===== src/rtl/beat_sequencer_pkg.sv =====
// Shared types and constants for the hardwired-controller beat sequencer.
package beat_sequencer_pkg;

   localparam int unsigned QD_SYNC_STAGES_DEF = 2;
   localparam int unsigned BEAT_CNT_W_DEF     = 8;

   typedef enum logic [1:0] {
      BEAT_W1 = 2'd0,
      BEAT_W2 = 2'd1,
      BEAT_W3 = 2'd2
   } beat_t;

   typedef enum logic [1:0] {
      PH_T1 = 2'd0,
      PH_T2 = 2'd1,
      PH_T3 = 2'd2
   } phase_t;

   typedef enum logic {
      ST_PARK = 1'b0,
      ST_RUN  = 1'b1
   } seq_state_t;

endpackage


===== src/rtl/beat_sequencer_qd_sync.sv =====
// Start-button synchroniser with a single-cycle rising-edge pulse.
module beat_sequencer_qd_sync
   import beat_sequencer_pkg::*;
#(
   parameter int unsigned STAGES = QD_SYNC_STAGES_DEF
) (
   input  logic clk,
   input  logic clr,
   input  logic qd,
   output logic rise_c
);

   logic [STAGES-1:0] sync_q;
   logic [STAGES-1:0] vld_q;
   logic              prev_q;
   logic              armed_q;

   // armed_q only sets once a genuine low sample of QD has left the chain,
   // so a button held through clr release never looks like a press.
   always_ff @(posedge clk or posedge clr) begin
      if (clr) begin
         sync_q  <= '0;
         vld_q   <= '0;
         prev_q  <= 1'b0;
         armed_q <= 1'b0;
      end else begin
         sync_q  <= {sync_q[STAGES-2:0], qd};
         vld_q   <= {vld_q[STAGES-2:0], 1'b1};
         prev_q  <= sync_q[STAGES-1];
         armed_q <= armed_q | (vld_q[STAGES-1] & ~sync_q[STAGES-1]);
      end
   end

   assign rise_c = sync_q[STAGES-1] & ~prev_q & armed_q;

endmodule


===== src/rtl/beat_sequencer.sv =====
// Beat/phase timing generator: W1..W3 beat levels, T1..T3 phase strobes,
// park/run control from the panel start button and controller requests.
module beat_sequencer
   import beat_sequencer_pkg::*;
#(
   parameter int unsigned QD_SYNC_STAGES = QD_SYNC_STAGES_DEF,
   parameter int unsigned BEAT_CNT_W     = BEAT_CNT_W_DEF
) (
   input  logic                  clk,
   input  logic                  clr,
   input  logic                  QD,
   input  logic                  STEP,
   input  logic                  SHORT,
   input  logic                  LONG,
   input  logic                  STOP,
   output logic                  T1,
   output logic                  T2,
   output logic                  T3,
   output logic                  W1,
   output logic                  W2,
   output logic                  W3,
   output logic                  RUN,
   output logic [BEAT_CNT_W-1:0] BEATS
);

   seq_state_t            state_q, state_n;
   beat_t                 beat_q, beat_n, nb_c;
   phase_t                phase_q, phase_n;
   logic [BEAT_CNT_W-1:0] beats_q, beats_n;
   logic                  qd_rise_c;

   beat_sequencer_qd_sync #(
      .STAGES (QD_SYNC_STAGES)
   ) u_qd_sync (
      .clk    (clk),
      .clr    (clr),
      .qd     (QD),
      .rise_c (qd_rise_c)
   );

   // Next state, beat and phase; controller requests only matter at T3.
   always_comb begin
      state_n = state_q;
      beat_n  = beat_q;
      phase_n = phase_q;
      beats_n = beats_q;
      nb_c    = BEAT_W1;
      case (state_q)
         ST_PARK: begin
            if (qd_rise_c) begin
               state_n = ST_RUN;
               beat_n  = BEAT_W1;
               phase_n = PH_T1;
            end
         end
         ST_RUN: begin
            case (phase_q)
               PH_T1:   phase_n = PH_T2;
               PH_T2:   phase_n = PH_T3;
               default: begin
                  phase_n = PH_T1;
                  beats_n = beats_q + BEAT_CNT_W'(1);
                  case (beat_q)
                     BEAT_W1: nb_c = SHORT ? BEAT_W1 : BEAT_W2;
                     BEAT_W2: nb_c = LONG  ? BEAT_W3 : BEAT_W1;
                     default: nb_c = BEAT_W1;
                  endcase
                  if (STOP) nb_c = BEAT_W1;
                  beat_n = nb_c;
                  if (STOP || (STEP && (nb_c == BEAT_W1))) state_n = ST_PARK;
               end
            endcase
         end
         default: state_n = ST_PARK;
      endcase
   end

   // State plus one-hot outputs registered from next-state decode (glitch-free).
   always_ff @(posedge clk or posedge clr) begin
      if (clr) begin
         state_q <= ST_PARK;
         beat_q  <= BEAT_W1;
         phase_q <= PH_T1;
         beats_q <= '0;
         W1      <= 1'b1;
         W2      <= 1'b0;
         W3      <= 1'b0;
         T1      <= 1'b0;
         T2      <= 1'b0;
         T3      <= 1'b0;
         RUN     <= 1'b0;
      end else begin
         state_q <= state_n;
         beat_q  <= beat_n;
         phase_q <= phase_n;
         beats_q <= beats_n;
         W1      <= (beat_n == BEAT_W1);
         W2      <= (beat_n == BEAT_W2);
         W3      <= (beat_n == BEAT_W3);
         T1      <= (state_n == ST_RUN) && (phase_n == PH_T1);
         T2      <= (state_n == ST_RUN) && (phase_n == PH_T2);
         T3      <= (state_n == ST_RUN) && (phase_n == PH_T3);
         RUN     <= (state_n == ST_RUN);
      end
   end

   assign BEATS = beats_q;

endmodule


===== config.mk =====
export PLATFORM = sky130hd
export DESIGN_NAME = beat_sequencer
export DESIGN_NICKNAME = d
export VERILOG_FILES = /design/src/rtl/beat_sequencer_pkg.sv /design/src/rtl/beat_sequencer_qd_sync.sv /design/src/rtl/beat_sequencer.sv
export SDC_FILE = /design/constraint.sdc
export NUM_CORES = 1
export LEC_CHECK = 0
export BUFFER_PORTS_ARGS = -buffer_cell sky130_fd_sc_hd__buf_2
export CORE_MARGIN = 4
export CORE_UTILIZATION = 50
export DETAILED_ROUTE_END_ITERATION = 10
export PLACE_DENSITY = 0.74
export SLEW_MARGIN = 20
export SYNTH_ARGS = -nofsm -noshare
export SYNTH_HDL_FRONTEND = slang
export SYNTH_SLANG_ARGS = --single-unit
export TNS_END_PERCENT = 1

===== constraint.sdc =====
create_clock -name clk -period 1.7 [get_ports clk]
set_input_delay 0.17 -clock clk [delete_from_list [all_inputs] [get_ports clk]]
set_output_delay 0.17 -clock clk [all_outputs]
set_load 0.03 [all_outputs]

==> impl_results.md <==
- Grt ovf: 0
- # port buffers: 21
- Share of the synthesized area in the top cell type: 0.601
- Post-synthesis cell area: 1000 um^2
- Slew Viols, Final: 0
- P&R area growth vs syn: 19.0%
- Hold Fails Final Rpt: 0
- Worst R2R Start: state_q
- Worst-path clk slew: 0.13 ns
- Setup CP Type: reg2reg
- Clk buf depth: 2
- Cells on worst reg2reg path: 3
- Internal power: approximately 1.1 mW
- Initial Util: 0.555
- Clock Tree Root: clkbuf_4
- CTS tree: yes
- Setup tns final: 0 ns
- Iteration-0 DRC Markers: 12
- Combinational power share: 0.399
- WL/cell: 12.8 um
- Maximum VDD drop: 0.817 mV
- DIE AREA: 2780 um^2
- RR Endpoint: beat_q[0]
- Post-synthesis sequential area ratio: 0.627
- Worst hold start: STEP
- Clk sinks: 25
- Commonest non-fill, non-tap cell in the layout: dfrtp_1
- Non-Filler Instances: ~130
- Detailed Route WL: 1700 um
- Worst slew pin tran: 0.532 ns
- Crit-path max FO: 9
- Largest net degree at the start of global routing: 16
- Flop pwr share: 0.473
- Max_cap viols: 0
- Startpoint Class: register
- Pleak: 0.613 nW
- Placeable Area: 1800 um^2
- Global-route wire length before repair: 2970 um
- Die H: 52.7 um
- Cell Rows: 15
- Vias: 679
- Clock skew: between 0.005 and 0.006 ns
- DRC errors left: 0
- Worst-Skew Late Latency: 0.30 ns
- Fmax: 0.790 GHz
- # diodes: 0
- Multi-input logic area: 362 um^2
- Vias per Instance: 5.11
- ANT nets after route: 0
- Cell variety after synth: 30
- Placer's final routability congestion estimate: 0.818
- Top Ports: 22
- Outcome: finished, final reports clean
- Mapped Nets: 88
- Initial antenna violation count: 0
- H-tree depth: 1
- Synth Area per Inst: 12.5 um^2
- Syn Inst Count: 80
- WHS Path Cells: 4
- Fin crit period: between 1 and 1.5 ns
- DP Wirelength: 1330 um
- Post-placement cell count: 127
- Fraction of layout cells with a size suffix above 1: 0.296
- Clock Power Share: 0.128
- Sw Pwr: 0.784 mW
- CP Capture Type: register
- Synth top area cells: dfrtp_1 (60%), xnor2_1 (3.5%), nand2_1 (3.0%)
- Pwr/cell area: roughly 1600 nW/um^2
- Min-Delay Path Class: in2reg
- Relative slew slack: 0.645
- Post-synth top area cell: dfrtp_1
- Number of global-route vias before repair: 695
- RSZ-0062 raised after global routing: no
- CTS buffer count: 3
- Post-CTS Setup Inserts: 0
- Worst Hold Slack: 0.188 ns
- Commonest cells after routing, fill and taps aside: dfrtp_1 (24), buf_2 (21), nand2_1 (8), nor2_1 (5), xnor2_1 (4)
- Fillers: between 150 and 200
- CP Data Arrival Time: 1.47 ns
- Sequential cell area: between 600 and 700 um^2
- Synth Register Bits: 25
- GRT Overall Usage: 0.147
- Final Setup Violations: 0
- Final nets: approximately 120
- Overall die width: 52.7 um
- Total number of yosys warnings: 0
- Flop-to-flop setup slack: approximately 0.43 ns
- Drt pass-1 iters: 3
- Design Power: about 1.9 mW
- Sw Ratio: 0.407
- Hold endpoint: state_q
- Worst path required time: 1.90 ns
- Period Utilization, post-route: 0.745
==> cells in the mapped netlist <==
cell,instances
nand4_1,3
nand4bb_4,1
and3b_1,1
and2_4,1
ha_1,1
o21ai_0,1
and3b_2,1
conb_1,1
xnor2_1,4
a21oi_1,1
nand3_1,3
nand2_1,8
o211a_1,1
and3_2,1
or2_1,1
and3_1,1
nor2_1,5
nor3_1,2
and2_1,1
dfstp_2,1
a211oi_2,1
or3b_1,1
o211ai_1,2
and3_4,1
nor3b_1,1
a31oi_1,2
inv_1,3
a21o_1,3
dfrtp_1,24
xor2_1,3
==> critical path, cell delays in order (launching register included) <==
cell and delay (ns):
dfrtp_1 0.47, nand4bb_4 0.27, and3_4 0.21, or2_1 0.21
==> what timing repair did <==
item	in CTS	in global routing
endpoints found under the hold margin	14	0
hold buffers	2	0
resized for setup	0	0
==> how the worst max path moves through the flow <==
stage	endpoint	slack (ns)	startpoint
floorplan	beat_q[0]	0.35	state_q
global placement	beat_q[0]	0.47	state_q
detailed placement	beat_q[0]	0.45	state_q
CTS	beat_q[0]	0.43	state_q
global route	beat_q[0]	0.36	phase_q[1]
finish	beat_q[0]	0.43	state_q
==> cells by family (layout without fill, tap and decap cells) <==
family / count (synthesis) / count (layout) / share of synthesized area
buffers and inverters: 3 / 31 / 0.0113
and+or+nand+nor: 32 / 32 / 0.202
xor gates and xnor gates: 7 / 7 / 0.0613
other: 1 / 1 / 0.00375
AOI/OAI and AO/OA: 11 / 11 / 0.0826
DFF: 25 / 25 / 0.627
adders and majority gates: 1 / 1 / 0.0125
==> power groups by stage <==
stage,combinational (mW),sequential [mW],clock (mW)
floorplan,0.325,1.15,0
global placement,0.761,0.922,0
detailed placement,0.774,0.926,0
CTS,0.780,0.914,0.259
global route,0.838,0.945,0.287
finish,0.769,0.911,0.247
==> layer usage <==
metal | track usage | part of all wire | vias to the layer above
met2 | 0.262 | 0.51 | 14
met1 | 0.179 | 0.44 | 330
met3 | 0.0256 | 0.046 | 2
met4 | 0.0383 | 0.0082 | 0
met5 | 0 | 0 | -
li1 | - | - | 333
==> registers in the layout, indices dropped and copies added (netlist names), 2 cells and up <==
signal and count:
u_qd_sync.vld_q 2, phase_q 2, beat_q 2, BEATS 8, u_qd_sync.sync_q 2
==> layout make-up <==
| class | count | area share |
|---|---|---|
| Sequential cell | 25 | 0.527 |
| Clock buffer | 4 | 0.0221 |
| Timing Repair Buffer | 24 | 0.111 |
| Multi-Input combinational cell | 52 | 0.304 |
| Inverter | 3 | 0.00946 |
| Tap cell | 25 | 0.0263 |
==> per-stage QoR <==
| step | setup slack (ns) | util | instance area [um^2] |
|---|---|---|---|
| floorplan | 0.353 | - | 1000 |
| global placement | 0.470 | 0.635 | 1140 |
| detailed placement | 0.449 | 0.635 | 1140 |
| CTS | 0.429 | 0.660 | 1190 |
| global route | 0.362 | 0.660 | 1190 |
| finish | 0.434 | 0.660 | 1190 |
(Power assumes the default switching activity.)
